## src/rtl/clk_div_pkg.sv

```systemverilog
// Shared constants, config record and legality rule for the clock divider bank.
package clk_div_pkg;

    localparam int CNT_W_DFLT = 28;
    localparam int DIV_DFLT   = 100_000_000;
    localparam int HIGH_DFLT  = 50_000_000;

    // Fields are fixed at 32 bits so any CNT_W up to 32 zero-extends into them.
    typedef struct packed {
        logic [31:0] div;
        logic [31:0] high;
    } chan_cfg_t;

    function automatic logic cfg_legal(input chan_cfg_t cfg);
        return (cfg.div >= 32'd2) && (cfg.high != 32'd0) && (cfg.high < cfg.div);
    endfunction

endpackage

```

## src/rtl/clk_div_chan.sv

```systemverilog
// One divider channel: period counter, active and pending config, registered outputs.
module clk_div_chan
    import clk_div_pkg::*;
#(
    parameter int CNT_W    = CNT_W_DFLT,
    parameter int DEF_DIV  = DIV_DFLT,
    parameter int DEF_HIGH = HIGH_DFLT
) (
    input  logic             CLK100MHZ,
    input  logic             reset_n,
    input  logic             en,
    input  logic             restart,
    input  logic             load_now,
    input  logic             load_pend,
    input  logic [CNT_W-1:0] new_div,
    input  logic [CNT_W-1:0] new_high,
    output logic             pending,
    output logic             clk_out,
    output logic             tick
);

    localparam logic [CNT_W-1:0] ONE      = CNT_W'(1);
    localparam logic [CNT_W-1:0] RST_DIV  = CNT_W'(DEF_DIV);
    localparam logic [CNT_W-1:0] RST_HIGH = CNT_W'(DEF_HIGH);

    logic [CNT_W-1:0] cnt_q, cnt_d, div_q, div_d, high_q, high_d;
    logic [CNT_W-1:0] pdiv_q, pdiv_d, phigh_q, phigh_d;
    logic             pend_q, pend_d, clk_q, clk_d, tick_q, tick_d;
    logic             wrap;

    assign wrap = en && (cnt_q == div_q - ONE);

    always_comb begin
        cnt_d   = cnt_q;
        div_d   = div_q;
        high_d  = high_q;
        pdiv_d  = pdiv_q;
        phigh_d = phigh_q;
        pend_d  = pend_q;
        clk_d   = 1'b0;
        tick_d  = 1'b0;
        if (restart) begin
            cnt_d = '0;
            if (pend_q) begin
                div_d  = pdiv_q;
                high_d = phigh_q;
                pend_d = 1'b0;
            end
        end else if (load_now) begin
            cnt_d  = '0;
            div_d  = new_div;
            high_d = new_high;
        end else if (en) begin
            clk_d  = cnt_q < high_q;
            tick_d = cnt_q == '0;
            cnt_d  = wrap ? '0 : cnt_q + ONE;
            // Deferred config swaps in only once the old period has fully run.
            if (wrap && pend_q) begin
                div_d  = pdiv_q;
                high_d = phigh_q;
                pend_d = 1'b0;
            end
        end else begin
            cnt_d = '0;
            if (pend_q) begin
                div_d  = pdiv_q;
                high_d = phigh_q;
                pend_d = 1'b0;
            end
        end
        // Only reachable while nothing is pending, so it never races an apply.
        if (load_pend) begin
            pend_d  = 1'b1;
            pdiv_d  = new_div;
            phigh_d = new_high;
        end
    end

    always_ff @(posedge CLK100MHZ) begin
        if (!reset_n) begin
            cnt_q   <= '0;
            div_q   <= RST_DIV;
            high_q  <= RST_HIGH;
            pdiv_q  <= '0;
            phigh_q <= '0;
            pend_q  <= 1'b0;
            clk_q   <= 1'b0;
            tick_q  <= 1'b0;
        end else begin
            cnt_q   <= cnt_d;
            div_q   <= div_d;
            high_q  <= high_d;
            pdiv_q  <= pdiv_d;
            phigh_q <= phigh_d;
            pend_q  <= pend_d;
            clk_q   <= clk_d;
            tick_q  <= tick_d;
        end
    end

    assign pending = pend_q;
    assign clk_out = clk_q;
    assign tick    = tick_q;

endmodule

```

## src/rtl/clk_div_bank.sv

```systemverilog
// Bank of programmable clock/tick dividers sharing one config port and restart.
module clk_div_bank
    import clk_div_pkg::*;
#(
    parameter int NUM_CH   = 4,
    parameter int CNT_W    = CNT_W_DFLT,
    parameter int DEF_DIV  = DIV_DFLT,
    parameter int DEF_HIGH = HIGH_DFLT,
    localparam int CH_W    = (NUM_CH > 1) ? $clog2(NUM_CH) : 1
) (
    input  logic              CLK100MHZ,
    input  logic              reset_n,
    input  logic [NUM_CH-1:0] ch_en,
    input  logic              sync_restart,
    input  logic              cfg_valid,
    output logic              cfg_ready,
    input  logic [CH_W-1:0]   cfg_ch,
    input  logic [CNT_W-1:0]  cfg_div,
    input  logic [CNT_W-1:0]  cfg_high,
    input  logic              cfg_now,
    output logic              cfg_err,
    output logic [NUM_CH-1:0] clk_out,
    output logic [NUM_CH-1:0] tick
);

    logic [NUM_CH-1:0] pending, load_now, load_pend;
    logic              sel_pend, xfer, legal, cfg_err_q, cfg_err_d;
    chan_cfg_t         req;

    always_comb begin
        sel_pend = 1'b0;
        for (int i = 0; i < NUM_CH; i++) begin
            if (cfg_ch == CH_W'(i)) sel_pend = pending[i];
        end
        req       = '{div: 32'(cfg_div), high: 32'(cfg_high)};
        cfg_ready = ~sel_pend & ~sync_restart;
        xfer      = cfg_valid & cfg_ready;
        // Out-of-range channel selects are accepted and reported, never applied.
        legal     = cfg_legal(req) && (32'(cfg_ch) < NUM_CH);
        cfg_err_d = xfer & ~legal;
        for (int i = 0; i < NUM_CH; i++) begin
            load_now[i]  = xfer & legal & cfg_now & (cfg_ch == CH_W'(i));
            load_pend[i] = xfer & legal & ~cfg_now & (cfg_ch == CH_W'(i));
        end
    end

    always_ff @(posedge CLK100MHZ) begin
        if (!reset_n) cfg_err_q <= 1'b0;
        else          cfg_err_q <= cfg_err_d;
    end

    assign cfg_err = cfg_err_q;

    for (genvar g = 0; g < NUM_CH; g++) begin : g_ch
        clk_div_chan #(
            .CNT_W   (CNT_W),
            .DEF_DIV (DEF_DIV),
            .DEF_HIGH(DEF_HIGH)
        ) u_chan (
            .CLK100MHZ(CLK100MHZ),
            .reset_n  (reset_n),
            .en       (ch_en[g]),
            .restart  (sync_restart),
            .load_now (load_now[g]),
            .load_pend(load_pend[g]),
            .new_div  (cfg_div),
            .new_high (cfg_high),
            .pending  (pending[g]),
            .clk_out  (clk_out[g]),
            .tick     (tick[g])
        );
    end

endmodule

```

## config.mk

```make
export PLATFORM = sky130hd
export DESIGN_NAME = clk_div_bank
export DESIGN_NICKNAME = d
export VERILOG_FILES = /design/src/rtl/clk_div_pkg.sv /design/src/rtl/clk_div_chan.sv /design/src/rtl/clk_div_bank.sv
export SDC_FILE = /design/constraint.sdc
export NUM_CORES = 2
export LEC_CHECK = 0
export CORE_MARGIN = 2
export CORE_UTILIZATION = 60
export DETAILED_ROUTE_END_ITERATION = 7
export PLACE_DENSITY = 0.77
export SLEW_MARGIN = 20
export SYNTH_ARGS = -nofsm -noshare
export SYNTH_HDL_FRONTEND = slang
export SYNTH_SLANG_ARGS = --single-unit
export TNS_END_PERCENT = 100
```

## constraint.sdc

```tcl
create_clock -name CLK100MHZ -period 4.95 [get_ports CLK100MHZ]
set_input_delay 0.99 -clock CLK100MHZ [delete_from_list [all_inputs] [get_ports CLK100MHZ]]
set_output_delay 0.99 -clock CLK100MHZ [all_outputs]
set_load 0.02 [all_outputs]
```

==> metrics.cfg <==
[clock_tree]
clock_sinks = 573
cts_made_buffers = 60
cts.hold.buffers_added = 0
clkTransAtPathRegs_ns = 0.07
cts-root-buf = clkbuf_16
cts_tree = done
post_cts_buffers = 0
h-tree-depth = 2
cts_resized = 0
clk_latency_ns = 0.66
clock_path_buffers = 3

[timing]
finalClockSkew_ns = 0.0232
slew_violations = 0
finalSetupViolCount = 0
worstMarginPinSlew_ns = 1.12
clock.fmax_mhz = 229
worst_slack_ns = 0.585
rsz0062_at_grt = false
finalCritPeriodShare_pct = 88.2
slew_headroom_pct = 25.1
min_period_ns = 4.36
hold_violations = 0

[grt]
use_met1_pct = 48.1
met3_usage_pct = 8.16
grt_busiest_layer = met2
grt_usage_pct = 36.0
grt_max_degree = 183
grt_util_met2_pct = 54.0
grt_pass1_wl_um = 173000
grt_pass1_vias = 29857
grt_overflow = 0
antenna_found_initial = 3

[drt]
vias = 32868
finalWirelength_um = 111000
vias_per_cell = 6.53
drtIter0Drc = 3927
post_drt_wl_per_cell_um = 22.1
ant_nets = 0
first_pass_iters = 6
drc = 0

[pwr]
finalPower_w = 0.0114
p_leak_nw = 16.8
ir_drop_mv = 0.291
power.density_nw_per_um2 = 294

[yosys]
avgSynthCellArea_um2 = 8.09
synth_top_area_cell = dfxtp_1
ys_ff_latch = 573
synth_cell_types = 83
synth_top_cells_by_area = dfxtp_1 (32%), mux2i_1 (12%), nor2_1 (5.2%)
synth_warnings = 0
synthesis.area_um2 = 35300
synth_edf_count = 0
ys.flop_type = dfxtp_1
synth_nets = 4581
yosysSeqAreaShare_pct = 32.5
syn_inst = 4367
yosys.area.top_type_share_pct = 32.5
async_flop_share_pct = 0

[min_path]
hp-class = reg -> reg

[cells_and_area]
post-route-util_pct = 66.8
fin_cells = 5037
drive_gt1_share_pct = 7.19
synthToLayoutAreaGrowth_pct = 9.72
final_nets = 4436
antenna_cells = 0

[run_status]
outcome = complete, no violations

[floorplanning]
die_h_um = 247
placementRows = 88
start_util_pct = 60.9
pin_count = 77
dieArea_um2 = 60900
die_x_um = 247
core_area_um2 = 58000

[placement]
numPortBuffers = 76
dpl_worst_slack_ns = -0.0308
place.gp.congestion = 0.997
dpl.cell_count = 4924
hpwl_um = 75900

[job]
drv_cap = 0

[critical_path]
cp-start-kind = flip-flop
critPathCaptureType = flip-flop
cp.required_ns = 5.53
critical_path.max_fanout = 43
crit_arrival_ns = 4.94
critPathKind = reg -> reg

## report_power, final
group          total (W)  internal [W]  switching [W]
clock            0.00497       0.00294        0.00202
sequential       0.00492       0.00475       0.000170
combinational    0.00151      0.000578       0.000928
## state kept, by name, summed over array words and instances, names as in the netlist
| name | count |
|---|---|
| cfg_err | 1 |
| g_ch.u_chan.phigh_q | 112 |
| g_ch.u_chan.pending | 4 |
| g_ch.u_chan.tick | 4 |
| g_ch.u_chan.high_q | 112 |
| g_ch.u_chan.div_q | 112 |
| g_ch.u_chan.clk_out | 4 |
| g_ch.u_chan.cnt_q | 112 |
| g_ch.u_chan.pdiv_q | 112 |
## stage by stage
step	cell area [µm²]	TNS (ns)	hold slack, ns
2_1_floorplan	35300	0	0.438
3_3_place_gp	36600	0	0.459
3_5_place_dp	36600	-0.290	0.463
4_1_cts	38700	0	0.471
5_1_grt	38800	0	0.497
6_report	38800	0	0.470
## cell usage after synthesis (all sizes together) (33+ instances only)
master,count
nand4,95
xnor2,130
xor2,105
nor2,495
dfxtp,573
buf,86
a221oi,69
clkbuf,321
o311ai,33
and3,56
o21ai,118
a211o,33
o2111ai,67
nor4,68
a21oi,222
nor3,152
a31oi,61
inv,203
ha,147
mux2i,441
a21o,35
nand3,177
nand2,341
## layout by cell type (no fill, tap or decap), types with 26 or more instances in the layout
cell	count
a211o_1	33
a21o_1	35
a21oi_1	222
a221oi_1	69
a31oi_1	61
and3_1	54
buf_4	105
clkbuf_16	61
clkdlybuf4s50_1	74
dfxtp_1	571
ha_1	147
inv_1	203
mux2_2	27
mux2i_1	441
nand2_1	337
nand3_1	172
nand4_1	95
nand4b_1	28
nor2_1	489
nor2b_1	31
nor3_1	150
nor4_1	65
o2111ai_1	67
o21ai_0	92
o21ai_1	26
o311ai_0	33
xnor2_1	130
xor2_1	105
## final cells by class
type	instances	area (µm²)
Multi-Input combinational cell	3182	21500
Fill cell	4832	19200
Sequential cell	573	11500
Timing Repair Buffer	200	1950
Clock buffer	85	1770
Tap cell	765	957
Inverter	205	778
Clock inverter	27	375
## path summary, 6_finish.rpt
path / cells past startpoint / slack (ns) / from / end
setup reg to reg: 12 / 0.59 / g_ch[0].u_chan.div_q[0] / g_ch[0].u_chan.high_q[18]
hold / removal: 2 / 0.47 / g_ch[2].u_chan.high_q[0] / g_ch[2].u_chan.high_q[0]
hold reg to reg: 2 / 0.47 / g_ch[2].u_chan.high_q[0] / g_ch[2].u_chan.high_q[0]
setup / recovery: 12 / 0.59 / g_ch[0].u_chan.div_q[0] / g_ch[0].u_chan.high_q[18]
## critical path: stages, from the launching register on
cell       delay (ns)
dfxtp_1          0.37
inv_1            0.08
ha_1             0.26
nor4b_1          0.57
nand4_1          0.40
nor3b_2          0.27
xnor2_1          0.14
a2111o_1         0.46
a2111oi_4        0.40
nand3_2          0.49
nand2_2          0.27
buf_12           0.29
mux2i_1          0.24
## metal layers
layer | wire length, µm | part of all wire [%]
met5 | 27 | 0.024
met3 | 12500 | 11
met1 | 45300 | 41
met2 | 47000 | 42
met4 | 6690 | 6.0
## kinds of logic after synthesis
| logic type | after synthesis | synth area share (%) |
|---|---|---|
| flip-flops | 573 | 32.5 |
| AO/OA/AOI/OAI | 764 | 14.6 |
| AND/OR/NAND/NOR | 1567 | 21.4 |
| XOR/XNOR | 235 | 5.82 |
| buffers and inverters | 612 | 7.10 |
| adder cells (fa/ha/maj) | 147 | 5.20 |
| multiplexers | 469 | 13.4 |
Power figures use the tool's default switching activity.
